[src/rtl/ctrl_pkg.sv]
// Shared types and encodings for the multi-cycle RV32I control unit.
package ctrl_pkg;

    typedef enum logic [3:0] {
        S_RESET,
        S_FETCH,
        S_DECODE,
        S_MEMADR,
        S_MEMREAD,
        S_MEMWB,
        S_MEMWRITE,
        S_EXECR,
        S_EXECI,
        S_ALUWB,
        S_BRANCH,
        S_JAL,
        S_TRAP
    } state_t;

    localparam logic [2:0] ALU_ADD = 3'b000;
    localparam logic [2:0] ALU_SUB = 3'b001;
    localparam logic [2:0] ALU_AND = 3'b010;
    localparam logic [2:0] ALU_OR  = 3'b011;
    localparam logic [2:0] ALU_SLT = 3'b101;

    localparam logic [1:0] IMM_I = 2'b00;
    localparam logic [1:0] IMM_S = 2'b01;
    localparam logic [1:0] IMM_B = 2'b10;
    localparam logic [1:0] IMM_J = 2'b11;

    localparam logic [6:0] OP_LOAD   = 7'd3;
    localparam logic [6:0] OP_IMM    = 7'd19;
    localparam logic [6:0] OP_STORE  = 7'd35;
    localparam logic [6:0] OP_R      = 7'd51;
    localparam logic [6:0] OP_BRANCH = 7'd99;
    localparam logic [6:0] OP_JAL    = 7'd111;

    localparam logic [1:0] RES_ALUOUT = 2'b00;
    localparam logic [1:0] RES_MEM    = 2'b01;
    localparam logic [1:0] RES_ALU    = 2'b10;

    localparam logic [1:0] SRCA_PC    = 2'b00;
    localparam logic [1:0] SRCA_OLDPC = 2'b01;
    localparam logic [1:0] SRCA_RS1   = 2'b10;

    localparam logic [1:0] SRCB_RS2  = 2'b00;
    localparam logic [1:0] SRCB_IMM  = 2'b01;
    localparam logic [1:0] SRCB_FOUR = 2'b10;

    // Immediate format implied by the opcode; R-type and unknown opcodes fall back to I.
    function automatic logic [1:0] imm_sel(input logic [6:0] op);
        case (op)
            OP_STORE:  return IMM_S;
            OP_BRANCH: return IMM_B;
            OP_JAL:    return IMM_J;
            default:   return IMM_I;
        endcase
    endfunction

endpackage

[src/rtl/alu_decoder.sv]
// Combinational ALU operation decode from opcode, funct3 and funct7[5].
module alu_decoder
    import ctrl_pkg::*;
#(
    parameter int ALU_CTRL_W = 3
) (
    input  logic [6:0]            op,
    input  logic [2:0]            funct3,
    input  logic                  funct7_5,
    output logic [ALU_CTRL_W-1:0] alu_ctrl
);

    logic [2:0] code;

    // funct7[5] selects subtract only for register-register ops; addi ignores it.
    always_comb begin
        code = ALU_ADD;
        case (funct3)
            3'b000:  code = ((op == OP_R) && funct7_5) ? ALU_SUB : ALU_ADD;
            3'b111:  code = ALU_AND;
            3'b110:  code = ALU_OR;
            3'b010:  code = ALU_SLT;
            default: code = ALU_ADD;
        endcase
    end

    assign alu_ctrl = ALU_CTRL_W'(code);

endmodule

[src/rtl/multicycle_control.sv]
// Multi-cycle RV32I control FSM with memory watchdog and retired-instruction counter.
// Define CTRL_ILLEGAL_TRAP_EN to trap on unknown opcodes (adds the illegal output).
module multicycle_control
    import ctrl_pkg::*;
#(
    parameter int ALU_CTRL_W  = 3,
    parameter int CNT_W       = 32,
    parameter int MEM_TIMEOUT = 15
) (
    input  logic                  clk,
    input  logic                  rst_n,
    input  logic [6:0]            op,
    input  logic [2:0]            funct3,
    input  logic                  funct7_5,
    input  logic                  Zero,
    input  logic                  mem_ready,
    output logic                  mem_req,
    output logic                  MemWrite,
    output logic                  AdrSrc,
    output logic                  IRWrite,
    output logic                  PCWrite,
    output logic                  RegWrite,
    output logic [1:0]            ResultSrc,
    output logic [1:0]            ALUSrcA,
    output logic [1:0]            ALUSrcB,
    output logic [ALU_CTRL_W-1:0] ALUctrl,
    output logic [1:0]            ImmSrc,
    output logic                  mem_err,
    output logic [CNT_W-1:0]      instret
`ifdef CTRL_ILLEGAL_TRAP_EN
    ,
    output logic                  illegal
`endif
);

    localparam int WAIT_W = (MEM_TIMEOUT > 1) ? $clog2(MEM_TIMEOUT + 1) : 1;

    state_t              state;
    logic [WAIT_W-1:0]   wait_cnt;
    logic [ALU_CTRL_W-1:0] alu_dec;
    logic                mem_state;
    logic                timeout;
    logic                retire;

    alu_decoder #(.ALU_CTRL_W(ALU_CTRL_W)) u_alu_decoder (
        .op       (op),
        .funct3   (funct3),
        .funct7_5 (funct7_5),
        .alu_ctrl (alu_dec)
    );

    assign mem_state = (state == S_FETCH) || (state == S_MEMREAD) || (state == S_MEMWRITE);
    assign timeout   = (MEM_TIMEOUT != 0) && mem_state && !mem_ready &&
                       (wait_cnt == WAIT_W'(MEM_TIMEOUT - 1));
    assign retire    = (state == S_MEMWB) || (state == S_ALUWB) || (state == S_BRANCH) ||
                       ((state == S_MEMWRITE) && mem_ready);
    assign mem_err   = timeout;

`ifdef CTRL_ILLEGAL_TRAP_EN
    assign illegal = (state == S_TRAP);
`endif

    // The wait counter is zero on entry to any memory state because every exit clears it.
    always_ff @(posedge clk or negedge rst_n) begin
        if (!rst_n) begin
            state    <= S_RESET;
            wait_cnt <= '0;
            instret  <= '0;
        end else begin
            wait_cnt <= (mem_state && !mem_ready && !timeout) ? wait_cnt + 1'b1 : '0;
            if (retire)
                instret <= instret + 1'b1;
            case (state)
                S_RESET:  state <= S_FETCH;
                S_FETCH:  if (mem_ready) state <= S_DECODE;
                S_DECODE: begin
                    case (op)
                        OP_LOAD, OP_STORE: state <= S_MEMADR;
                        OP_R:              state <= S_EXECR;
                        OP_IMM:            state <= S_EXECI;
                        OP_BRANCH:         state <= S_BRANCH;
                        OP_JAL:            state <= S_JAL;
`ifdef CTRL_ILLEGAL_TRAP_EN
                        default:           state <= S_TRAP;
`else
                        default:           state <= S_FETCH;
`endif
                    endcase
                end
                S_MEMADR:   state <= (op == OP_LOAD) ? S_MEMREAD : S_MEMWRITE;
                S_MEMREAD: begin
                    if (mem_ready)    state <= S_MEMWB;
                    else if (timeout) state <= S_FETCH;
                end
                S_MEMWB:    state <= S_FETCH;
                S_MEMWRITE: if (mem_ready || timeout) state <= S_FETCH;
                S_EXECR:    state <= S_ALUWB;
                S_EXECI:    state <= S_ALUWB;
                S_ALUWB:    state <= S_FETCH;
                S_BRANCH:   state <= S_FETCH;
                S_JAL:      state <= S_ALUWB;
                S_TRAP:     state <= S_TRAP;
                default:    state <= S_RESET;
            endcase
        end
    end

    // Fetch-stage strobes are qualified by mem_ready so a stalled fetch changes nothing.
    always_comb begin
        mem_req   = 1'b0;
        MemWrite  = 1'b0;
        AdrSrc    = 1'b0;
        IRWrite   = 1'b0;
        PCWrite   = 1'b0;
        RegWrite  = 1'b0;
        ResultSrc = RES_ALUOUT;
        ALUSrcA   = SRCA_PC;
        ALUSrcB   = SRCB_RS2;
        ALUctrl   = ALU_CTRL_W'(ALU_ADD);
        ImmSrc    = imm_sel(op);
        case (state)
            S_RESET, S_TRAP: ImmSrc = IMM_I;
            S_FETCH: begin
                mem_req = 1'b1;
                if (mem_ready) begin
                    IRWrite   = 1'b1;
                    PCWrite   = 1'b1;
                    ALUSrcA   = SRCA_PC;
                    ALUSrcB   = SRCB_FOUR;
                    ResultSrc = RES_ALU;
                end
            end
            S_DECODE: begin
                ALUSrcA = SRCA_OLDPC;
                ALUSrcB = SRCB_IMM;
            end
            S_MEMADR: begin
                ALUSrcA = SRCA_RS1;
                ALUSrcB = SRCB_IMM;
            end
            S_MEMREAD: begin
                mem_req = 1'b1;
                AdrSrc  = 1'b1;
            end
            S_MEMWB: begin
                ResultSrc = RES_MEM;
                RegWrite  = 1'b1;
            end
            S_MEMWRITE: begin
                mem_req  = 1'b1;
                MemWrite = 1'b1;
                AdrSrc   = 1'b1;
            end
            S_EXECR: begin
                ALUSrcA = SRCA_RS1;
                ALUSrcB = SRCB_RS2;
                ALUctrl = alu_dec;
            end
            S_EXECI: begin
                ALUSrcA = SRCA_RS1;
                ALUSrcB = SRCB_IMM;
                ALUctrl = alu_dec;
            end
            S_ALUWB:  RegWrite = 1'b1;
            S_BRANCH: begin
                ALUSrcA = SRCA_RS1;
                ALUSrcB = SRCB_RS2;
                ALUctrl = ALU_CTRL_W'(ALU_SUB);
                PCWrite = Zero ^ funct3[0];
            end
            S_JAL: begin
                ALUSrcA = SRCA_OLDPC;
                ALUSrcB = SRCB_FOUR;
                PCWrite = 1'b1;
            end
            default: ;
        endcase
    end

endmodule
[config.mk]
export PLATFORM = sky130hd
export DESIGN_NAME = multicycle_control
export DESIGN_NICKNAME = d
export VERILOG_FILES = /design/src/rtl/ctrl_pkg.sv /design/src/rtl/alu_decoder.sv /design/src/rtl/multicycle_control.sv
export SDC_FILE = /design/constraint.sdc
export NUM_CORES = 1
export LEC_CHECK = 0
export CAP_MARGIN = 15
export CORE_MARGIN = 2
export CORE_UTILIZATION = 49
export DETAILED_ROUTE_END_ITERATION = 12
export GPL_TIMING_DRIVEN = 0
export PLACE_DENSITY = 0.8
export SLEW_MARGIN = 0
export SYNTH_ARGS = -nofsm -noshare
export SYNTH_HDL_FRONTEND = slang
export SYNTH_SLANG_ARGS = --single-unit
export TNS_END_PERCENT = 1
[constraint.sdc]
create_clock -name clk -period 1.9 [get_ports clk]
set_input_delay 0.285 -clock clk [delete_from_list [all_inputs] [get_ports clk]]
set_output_delay 0.285 -clock clk [all_outputs]
set_load 0.01 [all_outputs]
==> metrics.txt <==
status=finished with violations; failing checks=negative setup slack; Core Util, Final=69.55%; CP Launch Type=flip-flop; Worst R2R End=instret[27]; antenna violations before repair=0; CTS Root Cell=clkbuf_8; area share of the largest cell type after synthesis=39.53%; sequential power share=32.3%; vias in the first global route=2,229; Remaining DRCs=0; asr flop ratio synth=100.0%; insertion delay of the later-clocked pin in the worst-skew pair=0.30 ns; Reg clk slew, reported paths=0.08 ns; Min Hold Slack=0.09607 ns; Final #Nets=347; Clock power frac=16.7%; most common cell after layout, fill and taps aside=dfrtp_1; Netlist Area Pre-Place=0.002532 sq mm; commonest non-fill, non-tap cells in the layout=dfrtp_1 (39), clkdlybuf4s50_1 (37), xor2_1 (30); drt wl/cell=15.64 um; crit path kind=reg -> out; crit end category=output port; Crit. path cell count=5; Worst VDD drop=0.8829 mV; P&R area growth vs syn=38.49%; Overflow after GRT=0; IO Port Bufs=64; hpwl dp=4.325 mm; register bit count reported by yosys=40; starting density of the core=50.22%; # IOs=65; RSZ-0062 raised after global routing=yes; CTS tree=done; Core Area=0.005042 sq mm; # clock sinks=40; worst path cell trace=buf_4 > nand2b_1 > o22ai_1 > and3_1 > dlygate4sd2_1; final setup vio count=7; Slew headroom=41.73%; Max Slew Vio Count=0; Lkg Pwr=1.310 nW; largest net degree at the start of global routing=41; ratio of final minimum period to clock period=107.1%; Rows=26; WP data required=1.62 ns; sw frac=40.83%; crit path time final=2.035 ns; Area contributors post-synth=dfrtp_1 (40%), xor2_1 (10%), a2111oi_4 (5.4%); FF-to-FF setup slack=-0.01 ns; Synth cell types=46; global-route usage over all layers=23.86%; Psw=1.435 mW; Mapped Avg Cell Area=10.09 sq um; CTS H-tree lvls=2; CTS buffer count=5; Setup WS pre-CTS=-0.8607 ns; final hold vios=0; CP max stage cell=dfrtp_1; synthesis warning total=0; fmax=491.3 MHz; first-pass GRT wire length=10.36 mm; internal power=2.080 mW; Worst Setup Slack, final=-0.1354 ns; Worst Skew=0.008208 ns; diode count=0; pwr/cell area=1002 mW/mm^2; crit path max fanout=5; hold crit path type=in -> async; Slew @ Worst Pin=0.8741 ns; DR vias/cell=5.710; DR iter-0 viols=160; combinational power share=51.0%; number of flops mapped to enable cells by yosys=0; worst r2r path cells=5; Cells after Synth=251; Post-DRT Antenna Nets=0; worst r2r src=instret[8]; Placed Instances=385; Max Cap Viol=0; Clock Path Buffers=2; Pre-antenna DRT Iters=4; syn nets=269; cell taking the most area after synthesis=dfrtp_1; Chip Height=75.89 um; Die Wd=75.89 um; delay-heaviest family, CP=buffers and inverters; Buf+Inv Stages, Crit Path=2; layout cells sized above 1=22.42%; GPL Wtd Cong=0.8962; Main synth FF type=dfrtp_1; Crit path largest cell delay=0.42 ns; WL final=6.254 mm; die area=0.005759 sq mm; via count=2,284; register area share after synthesis=39.53%; Finished Layout Cells=400; Worst EP arrival=1.75 ns
## cell usage after synthesis (6+ instances only)
master / number
dfrtp_1: 40
nand3_1: 14
xnor2_1: 7
a211oi_1: 9
inv_1: 8
clkbuf_1: 6
xor2_1: 30
a2111oi_2: 8
nand2b_1: 9
a21oi_1: 9
nand4_1: 7
nand2_1: 17
nor2_1: 16
## state kept, by name (all words and copies together) (netlist names)
signal    count
instret      32
state         4
wait_cnt      4
## stage by stage
stage	total power [mW]	setup TNS, ns	cell area (sq um)
floorplan	2.115	0	2541
global placement	2.737	-27.86	3269
detailed placement	2.762	-10.17	3264
CTS	3.483	-1.145	3488
global route	3.718	-1.940	3507
finish	3.515	-0.5109	3507
## routing by layer
| layer | up-vias | GRT usage [%] | wire length [um] |
|---|---|---|---|
| li1 | 1071 | - | - |
| met1 | 1133 | 32.41 | 2834 |
| met2 | 67 | 36.78 | 3001 |
| met3 | 13 | 5.820 | 308 |
| met4 | 0 | 9.357 | 109 |
| met5 | - | 0 | 0 |
## worst max-delay path by stage
stage	from	endpoint	slack, ns
after floorplan	state[2]	mem_err	0.08
after global placement	op[2]	ALUctrl[0]	-0.91
after detailed placement	op[3]	ALUctrl[0]	-0.86
after CTS	state[2]	RegWrite	-0.16
after global routing	state[3]	ALUctrl[1]	-0.20
final	state[3]	ALUctrl[1]	-0.14
## worst reg2reg max path, stage by stage, from the launching register on
cell and delay, ns:
dfrtp_1 0.45, and4_1 0.28, nand4_1 0.32, buf_6 0.29, a2111oi_2 0.32, xor2_1 0.17
## layout make-up
cell class                      count  area, sq um
Fill cell                         391         1535
Sequential cell                    40         1002
Tap cell                           70        87.58
Clock buffer                        6        82.58
Clock inverter                      2        10.01
Buffer                             15        131.4
Inverter                            8        30.03
Multi-Input combinational cell    188         1526
Timing Repair Buffer               71        636.9
## power by group through the flow
stage	combinational, mW	sequential (mW)	clock, mW
2_1_floorplan	0.971	1.14	0
3_3_place_gp	1.60	1.13	0
3_5_place_dp	1.63	1.14	0
4_1_cts	1.76	1.12	0.600
5_1_grt	1.94	1.15	0.628
6_report	1.79	1.13	0.587
## repair_timing
item | 4_1_cts | 5_1_grt
setup endpoints to repair | 24 | 39
buffers inserted | 6 | 1
resized for setup | 73 | 25
hold endpoints to repair | 0 | 0
hold buffers | 0 | 0
cloned | 0 | 0
pin swaps | 4 | 7
## logic make-up (layout without fill, tap and decap cells)
kind of cell | Yosys count | count (layout) | synth area share [%]
AO/OA/AOI/OAI | 53 | 53 | 21.05
XOR/XNOR | 37 | 37 | 12.80
adder cells (fa/ha/maj) | 4 | 4 | 1.878
buffers and inverters | 23 | 102 | 4.348
flip-flops | 40 | 40 | 39.53
multiplexers | 1 | 1 | 0.4446
AND/OR/NAND/NOR | 93 | 93 | 19.96
Power figures use the tool's default switching activity.
